===== src/rtl/cpu_ctrl_pkg.sv =====
// Shared opcode constants, sequencer state and opcode-class types for the CPU control unit.
package cpu_ctrl_pkg;

    localparam logic [4:0] OPC_LD   = 5'b00000;
    localparam logic [4:0] OPC_LDI  = 5'b00001;
    localparam logic [4:0] OPC_ST   = 5'b00010;
    localparam logic [4:0] OPC_ADD  = 5'b00011;
    localparam logic [4:0] OPC_SUB  = 5'b00100;
    localparam logic [4:0] OPC_AND  = 5'b00101;
    localparam logic [4:0] OPC_OR   = 5'b00110;
    localparam logic [4:0] OPC_SHR  = 5'b00111;
    localparam logic [4:0] OPC_SHL  = 5'b01000;
    localparam logic [4:0] OPC_ROR  = 5'b01001;
    localparam logic [4:0] OPC_ROL  = 5'b01010;
    localparam logic [4:0] OPC_ADDI = 5'b01011;
    localparam logic [4:0] OPC_ANDI = 5'b01100;
    localparam logic [4:0] OPC_ORI  = 5'b01101;
    localparam logic [4:0] OPC_MUL  = 5'b01110;
    localparam logic [4:0] OPC_DIV  = 5'b01111;
    localparam logic [4:0] OPC_NEG  = 5'b10000;
    localparam logic [4:0] OPC_NOT  = 5'b10001;
    localparam logic [4:0] OPC_BR   = 5'b10010;
    localparam logic [4:0] OPC_JR   = 5'b10011;
    localparam logic [4:0] OPC_IN   = 5'b10100;
    localparam logic [4:0] OPC_OUT  = 5'b10101;
    localparam logic [4:0] OPC_MFHI = 5'b10110;
    localparam logic [4:0] OPC_MFLO = 5'b10111;
    localparam logic [4:0] OPC_NOP  = 5'b11000;
    localparam logic [4:0] OPC_HALT = 5'b11001;

    // Address arithmetic (ld/ldi/st/br) always uses the ALU add.
    localparam logic [4:0] OP_ADD = OPC_ADD;

    typedef enum logic [3:0] {
        S_RESET, S_T0, S_T1, S_T2, S_T3, S_T4, S_T5, S_T6, S_T7, S_PAUSE, S_HALT
    } state_e;

    typedef enum logic [3:0] {
        CL_ALU_REG, CL_ALU_IMM, CL_MULDIV, CL_UNARY, CL_LD, CL_LDI, CL_ST, CL_BR,
        CL_JR, CL_IN, CL_OUT, CL_MFHI, CL_MFLO, CL_NOP, CL_HALT
    } op_class_e;

    // Final execute step of each class; the sequencer returns to T0 after it.
    function automatic state_e last_step(input op_class_e cls);
        case (cls)
            CL_ALU_REG, CL_ALU_IMM, CL_LDI: last_step = S_T5;
            CL_MULDIV, CL_BR:               last_step = S_T6;
            CL_UNARY:                       last_step = S_T4;
            CL_LD, CL_ST:                   last_step = S_T7;
            default:                        last_step = S_T3;
        endcase
    endfunction

endpackage


===== src/rtl/ctrl_op_decode.sv =====
// Combinational opcode-to-class decoder; undefined opcodes fall into the nop class.
module ctrl_op_decode
    import cpu_ctrl_pkg::*;
(
    input  logic [4:0] opcode,
    output op_class_e  op_class
);

    always_comb begin
        op_class = CL_NOP;
        case (opcode)
            OPC_ADD, OPC_SUB, OPC_AND, OPC_OR,
            OPC_SHR, OPC_SHL, OPC_ROR, OPC_ROL: op_class = CL_ALU_REG;
            OPC_ADDI, OPC_ANDI, OPC_ORI:        op_class = CL_ALU_IMM;
            OPC_MUL, OPC_DIV:                   op_class = CL_MULDIV;
            OPC_NEG, OPC_NOT:                   op_class = CL_UNARY;
            OPC_LD:                             op_class = CL_LD;
            OPC_LDI:                            op_class = CL_LDI;
            OPC_ST:                             op_class = CL_ST;
            OPC_BR:                             op_class = CL_BR;
            OPC_JR:                             op_class = CL_JR;
            OPC_IN:                             op_class = CL_IN;
            OPC_OUT:                            op_class = CL_OUT;
            OPC_MFHI:                           op_class = CL_MFHI;
            OPC_MFLO:                           op_class = CL_MFLO;
            OPC_HALT:                           op_class = CL_HALT;
            default:                            op_class = CL_NOP;
        endcase
    end

endmodule


===== src/rtl/control_unit.sv =====
// Moore-style hardwired sequencer: fetch T0-T2, per-class execute T3-T7, pause and halt handling.
module control_unit
    import cpu_ctrl_pkg::*;
#(
    parameter int unsigned OPW           = 6,
    parameter int unsigned RESET_PC_WAIT = 1
) (
    input  logic           clk,
    input  logic           clr,
    input  logic           stop,
    input  logic [31:0]    ir,
    input  logic           con_ff,
    output logic           run,
    output logic           gra,
    output logic           grb,
    output logic           grc,
    output logic           r_in,
    output logic           r_out,
    output logic           ba_out,
    output logic           pc_out,
    output logic           mdr_out,
    output logic           zhigh_out,
    output logic           zlow_out,
    output logic           hi_out,
    output logic           lo_out,
    output logic           inport_out,
    output logic           c_out,
    output logic           mar_in,
    output logic           pc_in,
    output logic           mdr_in,
    output logic           ir_in,
    output logic           y_in,
    output logic           hi_in,
    output logic           lo_in,
    output logic           zhigh_in,
    output logic           zlow_in,
    output logic           outport_in,
    output logic           con_in,
    output logic           inc_pc,
    output logic           read,
    output logic           write,
    output logic [OPW-1:0] operation
);

    localparam logic [2:0] WAIT_LAST = 3'(RESET_PC_WAIT - 1);

    state_e     state_q, state_d, t0_entry;
    logic [2:0] wait_q, wait_d;
    op_class_e  op_class;
    logic [4:0] opcode;
    logic [OPW-1:0] op_alu, op_add;
    logic       unused_ir;

    assign opcode    = ir[31:27];
    assign op_alu    = OPW'(opcode);
    assign op_add    = OPW'(OP_ADD);
    assign unused_ir = ^ir[26:0];

    ctrl_op_decode u_decode (
        .opcode   (opcode),
        .op_class (op_class)
    );

    always_ff @(posedge clk or negedge clr) begin
        if (!clr) begin
            state_q <= S_RESET;
            wait_q  <= 3'd0;
        end else begin
            state_q <= state_d;
            wait_q  <= wait_d;
        end
    end

    // stop is only honoured on entry to T0, so an in-flight instruction always completes.
    assign t0_entry = stop ? S_PAUSE : S_T0;

    always_comb begin
        state_d = state_q;
        wait_d  = wait_q;
        case (state_q)
            S_RESET: begin
                if (wait_q == WAIT_LAST) begin
                    wait_d  = 3'd0;
                    state_d = t0_entry;
                end else begin
                    wait_d = wait_q + 3'd1;
                end
            end
            S_T0:    state_d = S_T1;
            S_T1:    state_d = S_T2;
            // Class is decided here so nop returns to T0 without a dead T3.
            S_T2: begin
                case (op_class)
                    CL_NOP:  state_d = t0_entry;
                    CL_HALT: state_d = S_HALT;
                    default: state_d = S_T3;
                endcase
            end
            S_T3, S_T4, S_T5, S_T6, S_T7: begin
                if (state_q == last_step(op_class)) state_d = t0_entry;
                else                                state_d = state_e'(state_q + 4'd1);
            end
            S_PAUSE: if (!stop) state_d = S_T0;
            S_HALT:  state_d = S_HALT;
            default: state_d = S_RESET;
        endcase
    end

    always_comb begin
        {gra, grb, grc, r_in, r_out, ba_out} = '0;
        {pc_out, mdr_out, zhigh_out, zlow_out, hi_out, lo_out, inport_out, c_out} = '0;
        {mar_in, pc_in, mdr_in, ir_in, y_in, hi_in, lo_in, zhigh_in, zlow_in} = '0;
        {outport_in, con_in, inc_pc, read, write} = '0;
        operation = '0;
        run       = 1'b0;
        case (state_q)
            S_T0: begin
                run = 1'b1;
                pc_out = 1'b1; mar_in = 1'b1; inc_pc = 1'b1; zlow_in = 1'b1;
            end
            S_T1: begin
                run = 1'b1;
                zlow_out = 1'b1; pc_in = 1'b1; read = 1'b1; mdr_in = 1'b1;
            end
            S_T2: begin
                run = 1'b1;
                mdr_out = 1'b1; ir_in = 1'b1;
            end
            S_T3: begin
                run = 1'b1;
                case (op_class)
                    CL_ALU_REG, CL_ALU_IMM: begin grb = 1'b1; r_out = 1'b1; y_in = 1'b1; end
                    CL_MULDIV: begin gra = 1'b1; r_out = 1'b1; y_in = 1'b1; end
                    CL_UNARY: begin
                        grb = 1'b1; r_out = 1'b1; zlow_in = 1'b1; operation = op_alu;
                    end
                    CL_LD, CL_LDI, CL_ST: begin grb = 1'b1; ba_out = 1'b1; y_in = 1'b1; end
                    CL_BR:   begin gra = 1'b1; r_out = 1'b1; con_in = 1'b1; end
                    CL_JR:   begin gra = 1'b1; r_out = 1'b1; pc_in = 1'b1; end
                    CL_IN:   begin inport_out = 1'b1; gra = 1'b1; r_in = 1'b1; end
                    CL_OUT:  begin gra = 1'b1; r_out = 1'b1; outport_in = 1'b1; end
                    CL_MFHI: begin hi_out = 1'b1; gra = 1'b1; r_in = 1'b1; end
                    CL_MFLO: begin lo_out = 1'b1; gra = 1'b1; r_in = 1'b1; end
                    default: ;
                endcase
            end
            S_T4: begin
                run = 1'b1;
                case (op_class)
                    CL_ALU_REG: begin
                        grc = 1'b1; r_out = 1'b1; zlow_in = 1'b1; operation = op_alu;
                    end
                    CL_ALU_IMM: begin c_out = 1'b1; zlow_in = 1'b1; operation = op_alu; end
                    CL_MULDIV: begin
                        grb = 1'b1; r_out = 1'b1; zlow_in = 1'b1; zhigh_in = 1'b1;
                        operation = op_alu;
                    end
                    CL_UNARY: begin zlow_out = 1'b1; gra = 1'b1; r_in = 1'b1; end
                    CL_LD, CL_LDI, CL_ST: begin
                        c_out = 1'b1; zlow_in = 1'b1; operation = op_add;
                    end
                    CL_BR:   begin pc_out = 1'b1; y_in = 1'b1; end
                    default: ;
                endcase
            end
            S_T5: begin
                run = 1'b1;
                case (op_class)
                    CL_ALU_REG, CL_ALU_IMM, CL_LDI: begin
                        zlow_out = 1'b1; gra = 1'b1; r_in = 1'b1;
                    end
                    CL_MULDIV:    begin zlow_out = 1'b1; lo_in = 1'b1; end
                    CL_LD, CL_ST: begin zlow_out = 1'b1; mar_in = 1'b1; end
                    CL_BR: begin c_out = 1'b1; zlow_in = 1'b1; operation = op_add; end
                    default: ;
                endcase
            end
            S_T6: begin
                run = 1'b1;
                case (op_class)
                    CL_MULDIV: begin zhigh_out = 1'b1; hi_in = 1'b1; end
                    CL_LD:     begin read = 1'b1; mdr_in = 1'b1; end
                    CL_ST:     begin gra = 1'b1; r_out = 1'b1; mdr_in = 1'b1; end
                    // Branch not taken leaves a dead cycle so br timing is fixed.
                    CL_BR:     begin zlow_out = con_ff; pc_in = con_ff; end
                    default: ;
                endcase
            end
            S_T7: begin
                run = 1'b1;
                case (op_class)
                    CL_LD:   begin mdr_out = 1'b1; gra = 1'b1; r_in = 1'b1; end
                    CL_ST:   write = 1'b1;
                    default: ;
                endcase
            end
            default: ;
        endcase
    end

endmodule


===== config.mk =====
export PLATFORM = sky130hd
export DESIGN_NAME = control_unit
export DESIGN_NICKNAME = d
export VERILOG_FILES = /design/src/rtl/cpu_ctrl_pkg.sv /design/src/rtl/ctrl_op_decode.sv /design/src/rtl/control_unit.sv
export SDC_FILE = /design/constraint.sdc
export NUM_CORES = 1
export LEC_CHECK = 0
export CAP_MARGIN = 0
export CELL_PAD_IN_SITES_DETAIL_PLACEMENT = 1
export CELL_PAD_IN_SITES_GLOBAL_PLACEMENT = 2
export CORE_UTILIZATION = 19
export DETAILED_ROUTE_END_ITERATION = 16
export HOLD_SLACK_MARGIN = 0.1
export PLACE_DENSITY = 0.88
export SKIP_CTS_REPAIR_TIMING = 1
export SLEW_MARGIN = 20
export SYNTH_ARGS = -nofsm -noshare
export SYNTH_HDL_FRONTEND = slang
export SYNTH_SLANG_ARGS = --single-unit

===== constraint.sdc =====
create_clock -name clk -period 3 [get_ports clk]
set_input_delay 0.6 -clock clk [delete_from_list [all_inputs] [get_ports clk]]
set_output_delay 0.6 -clock clk [all_outputs]
set_load 0.02 [all_outputs]

After elaboration in Yosys (flattened, before gate mapping)
Memories as Yosys holds them, arrays and structs flattened.
Index checks and enable logic that the tools add are counted.
{ "word_totals": {"ff_bits": 7, "rom_bits": 160, "input_bits": 36, "output_inout_bits": 35, "wordCells": 113, "memories": 2} }
{ "mem_list": {"columns": ["name", "words", "width", "rd", "rd_clocked_by_memory_dff", "wr", "line_no", "rtl"], "rows": [
  ["(name not given)", 32, 4, 1, 0, 0, "ctrl_op_decode.sv:11", "case (opcode)"],
  ["(name not given)", 8, 4, 1, 0, 0, "cpu_ctrl_pkg.sv:45", "case (cls)"]
]} }
{ "op_classes": {"n_addsub": 2, "n_eq_ne": 27, "muxes": 63, "n_reduce_logical": 17} }
{ "op_table": {"columns": ["operator", "n"], "rows": [
  ["$eq 4x4->1 const B", 10],
  ["$mux 1", 36],
  ["$eq 4x3->1 const B", 8],
  ["$pmux 4 s7", 1],
  ["$mux 4", 6],
  ["$eq 4x2->1 const B", 4],
  ["$pmux 1 s2", 8],
  ["$pmux 5 s3", 1],
  ["$reduce_or 7->1", 2],
  ["$pmux 1 s4", 3],
  ["$reduce_or 3->1", 4],
  ["$reduce_or 6->1", 2],
  ["$pmux 5 s2", 1],
  ["$eq 4x1->1 const B", 2],
  ["$logic_not 4->1", 2],
  ["$pmux 4 s2", 1],
  ["$reduce_or 8->1", 1],
  ["$pmux 1 s3", 2],
  ["$mux 5", 1],
  ["$pmux 1 s5", 1],
  ["$reduce_or 5->1", 1],
  ["$add 4x1->4 const B", 1],
  ["$eq 4x4->1", 1],
  ["$ne 2x2->1 const B", 2],
  ["other kinds (7)", 8]
]} }

Depth between registers and ports, before layout
An unclocked memory read counts as a cell.
{ "logic_depth": {"word_depth": 7, "ltp_mapped": 10, "depth_no_buf": 9} }

Cells and area by module
Synthesis repeated with hierarchy kept, for this count alone.
{ "hier_totals": {"hier_cells": 218, "area_unflattened_um2": 1547.7} }
{ "by_module_without_submodules": {"columns": ["mod", "instances", "cells_per_inst", "area_each_um2"], "rows": [
  ["control_unit", 1, 188, 1336.3],
  ["ctrl_op_decode", 1, 30, 211.5]
]} }

Worst setup path before layout
OpenSTA, ideal clock, no wires.
{ "synth_path": {"path_type": "in2out", "start": "input port ir[27]", "end": "output port gra", "t_arrival_ns": 2.536, "setup_slack_ns": -0.136, "cell_stages": 9, "n_path_buf": 1, "cell_sequence": "inv_1 -> ha_1 -> nand2b_1 -> and2_1 -> clkbuf_1 -> or3_1 -> or3_1 -> o211ai_1 -> or2_1"} }
{ "synth_between": {"elab_chain_cells": 5, "elab_cells_between_ends": 22} }
{ "synth_rtl": {"columns": ["item", "line_no", "rtl"], "rows": [
  ["start, declared", "control_unit.sv:11", "input logic [31:0] ir,"],
  ["$mem_v2 32x4 *", null, null],
  ["$eq 4x2->1 (tied with other cells)", "control_unit.sv:131", "case (op_class)"],
  ["$reduce_or 7->1 (no source line) / $reduce_or 3->1 (equally long branches)", null, null],
  ["$mux 1 (on tied branches)", "control_unit.sv:131, control_unit.sv:168", null],
  ["$pmux 1 s5 *", "control_unit.sv:116", "case (state_q)"],
  ["end, declared", "control_unit.sv:14", "output logic gra,"]
]} }
Mark *: on every way between the ends. The rest lies on a longest branch, timed or not.

Final worst setup path
{ "layout_path": {"start": "input port ir[27]", "end": "output port operation[4]"} }
{ "layout_between": {"elab_chain_cells": 5, "elab_cells_between_ends": 13} }
{ "layout_rtl": {"columns": ["item", "line_no", "rtl"], "rows": [
  ["$mem_v2 32x4 *", null, null],
  ["$eq 4x3->1 (tied with other cells)", "control_unit.sv:149", "case (op_class)"],
  ["$reduce_or 3->1", null, null],
  ["$pmux 5 s2", "control_unit.sv:149", null],
  ["$pmux 5 s3 *", "control_unit.sv:116", null],
  ["end, declared", "control_unit.sv:42", "output logic [OPW-1:0] operation"]
]} }
Marked as above.

==> results.json <==
{
  "synth_area_sq_mm": 0.00147,
  "synth-async-reset-ratio": 1.00,
  "max-cap-violations": 0,
  "worst_setup_hold_path_clk_slew_ns": 0.04,
  "grt_max_degree": 11,
  "chipHeight_um": 90.1,
  "cp.arrival_ns": 2.48,
  "ios": 71,
  "drt_wl_total_um": 6850,
  "rr_worst_depth": 10,
  "synth-edff-count": 0,
  "p_leak_nw": 1.44,
  "synth_cells": 214,
  "overflow": 0,
  "worstSkewPairLatency_ns": 0.22,
  "violations_in_the_final_reports": "negative setup slack",
  "yosys_most_used_dff": "dfrtp_1",
  "portBuffers": 42,
  "synth_commonest_cells": "23 x nand2_1, 19 x nor2_1, 14 x inv_1",
  "floorplan.initialDensity": 0.200,
  "first_global_vias": 2030,
  "maxSlewViolCount": 0,
  "final_util": 0.368,
  "postRouteAntennaNets": 0,
  "irDropWorstVdd_v": 0.000166,
  "number_of_cells_traversed_by_the_worst_hold_path": 1,
  "synth_area_leader_cell": "dfrtp_1",
  "layout-drive-gt1-share": 0.422,
  "slowest_stage": "or3_4",
  "synth.avg_cell_area_sq_um": 6.89,
  "seq_area_frac_synth": 0.119,
  "dp_hpwl_um": 5210,
  "gp_routability_congestion": 0.878,
  "cp-start-kind": "input port",
  "yosys_register_bits": 7,
  "synth_cell_type_count": 61,
  "cts-buffers-inserted": 3,
  "synth_most_common_cell": "nand2_1",
  "wl_per_cell_um": 16.6,
  "cts.htree.levels": 1,
  "totalNegativeSetupSlack_ns": -0.192,
  "layout_setup_ws_ns": -0.0762,
  "p_int_mw": 0.683,
  "timing.fmax_mhz": 325,
  "synth.net_count": 260,
  "routed_via_density": 4.96,
  "dr.pass1.iters": 4,
  "cp_data_required_time_ns": 2.40,
  "biggest_area_contributors_in_the_synthesized_netlist": "dfrtp_1 12%, ha_1 8.5%, nand2_1 5.9%",
  "syn_to_final_growth_pct": 84.0,
  "cts_tree": "done",
  "switching_share": 0.494,
  "cp_cell_sequence": "buf_8, ha_4, or2_4, a21oi_4, o21a_1, nand2_4, or3_4, a21oi_4, buf_6, and2_4, buf_6",
  "num_vias": 2045,
  "design.die.area_sq_mm": 0.00811,
  "core.rowCount": 31,
  "skew_ns": 0.00386,
  "timing.final.hold_violations": 0,
  "num_antenna_cells": 0,
  "crit_fanout": 4,
  "worst-setup-path-type": "in -> out",
  "fin_nets": 360,
  "die_x_um": 90.1,
  "cts.sink_count": 7,
  "grt_pass1_wl_um": 10400,
  "timing.critical_path.to_type": "output port",
  "timing.final.crit_period_ns": 3.08,
  "power_frac_clock": 0.095,
  "worstHoldPathType": "reg -> reg",
  "cpPeakStageDelay_ns": 0.35,
  "report.final.setup_viol": 3,
  "finish.cell_count_without_fillers": 412,
  "drt_first_iter_violations": 96,
  "coreArea_sq_mm": 0.00737,
  "pwr-share-comb": 0.811,
  "netSwitchingPower_mw": 0.666,
  "yosysTopAreaCellShare": 0.119,
  "seq_power_share": 0.094,
  "final_min_period_over_clock_period": 1.03,
  "yosysWarnings": 0,
  "placed_cell_count": 398,
  "grt_antenna_before_repair": 0,
  "placement.setup.worst_slack_ns": -1.09,
  "clock_path_buffers": 2,
  "total_power_per_unit_cell_area_mw_per_mm2": 497,
  "grt_setup_unrepaired": "yes",
  "root_buffer": "clkbuf_8",
  "run_status": "complete, but fails checks",
  "grt.total_usage": 0.155,
  "drcViolationCount": 0
}
==> sequential cells by signal (all words and copies together) (netlist names) <==
name,flops
wait_q,3
state_q,4
==> cell families (layout without fill, tap and decap cells) <==
| family | Yosys count | in the layout | synth area share |
|---|---|---|---|
| multiplexers | 7 | 7 | 0.0484 |
| adder cells (fa/ha/maj) | 10 | 10 | 0.0849 |
| other | 1 | 1 | 0.00254 |
| AND/OR/NAND/NOR | 92 | 92 | 0.314 |
| AO/OA/AOI/OAI | 67 | 67 | 0.332 |
| flip-flops | 7 | 7 | 0.119 |
| XOR/XNOR | 1 | 1 | 0.00594 |
| buffers and inverters | 29 | 128 | 0.0934 |
==> critical path, delay by kind of cell <==
kind / cells / cell delay, ns
buf+inv: 3 / 0.34
simple gates: 4 / 0.79
compound gates: 3 / 0.58
fa+ha+maj: 1 / 0.17
==> final timing paths <==
kind,slack [ns],to,from
max in group asynchronous,2.13,wait_q[0],clr
worst max register to register,0.85,state_q[3],state_q[0]
worst max-delay path,-0.08,operation[4],ir[27]
worst min register to register,0.49,wait_q[2],wait_q[2]
worst min-delay path,0.49,wait_q[2],wait_q[2]
min in group asynchronous,0.64,state_q[0],clr
==> power by group through the flow <==
| stage | registers (mW) | logic (mW) | clock network, mW |
|---|---|---|---|
| floorplan | 0.134 | 0.587 | 0 |
| global placement | 0.127 | 1.03 | 0 |
| detailed placement | 0.128 | 1.06 | 0 |
| CTS | 0.127 | 1.06 | 0.133 |
| global route | 0.129 | 1.18 | 0.137 |
| finish | 0.127 | 1.09 | 0.129 |
==> area by class of cell <==
cell class,instances,area (sq um)
Clock buffer,4,45.0
Sequential cell,7,175
Multi-Input combinational cell,178,1370
Timing Repair Buffer,109,947
Tap cell,99,124
Inverter,15,56.3
Fill cell,905,4660
==> placed cells by master, fill, tap and decap left out, types with 6 or more instances in the layout <==
| cell | synthesis | final |
|---|---|---|
| buf_4 | 3 | 66 |
| nand2_1 | 23 | 23 |
| nor2_1 | 19 | 16 |
| dlymetal6s2s_1 | 0 | 15 |
| inv_1 | 14 | 13 |
| buf_6 | 2 | 11 |
| nand3_1 | 10 | 10 |
| nor3_1 | 11 | 10 |
| a21oi_1 | 12 | 9 |
| clkbuf_2 | 0 | 7 |
| dfrtp_1 | 7 | 7 |
| ha_1 | 10 | 6 |
| clkdlybuf4s50_1 | 0 | 6 |
==> layer usage <==
metal	part of all wire	GRT usage	vias to the layer above
met4	0.0080	0.0296	0
met2	0.51	0.267	43
met5	0	0	-
met3	0.023	0.0102	6
met1	0.45	0.213	1015
li1	-	-	981
==> stage by stage <==
| step | total power, mW | area [sq um] | hold slack (ns) |
|---|---|---|---|
| after floorplan | 0.720 | 1490 | 0.304 |
| final | 1.35 | 2710 | 0.494 |
| after global routing | 1.45 | 2710 | 0.505 |
| after CTS | 1.32 | 2420 | 0.499 |
| after global placement | 1.16 | 2380 | 0.481 |
| after detailed placement | 1.19 | 2380 | 0.492 |
No activity file was read; power rests on OpenSTA's default activity.
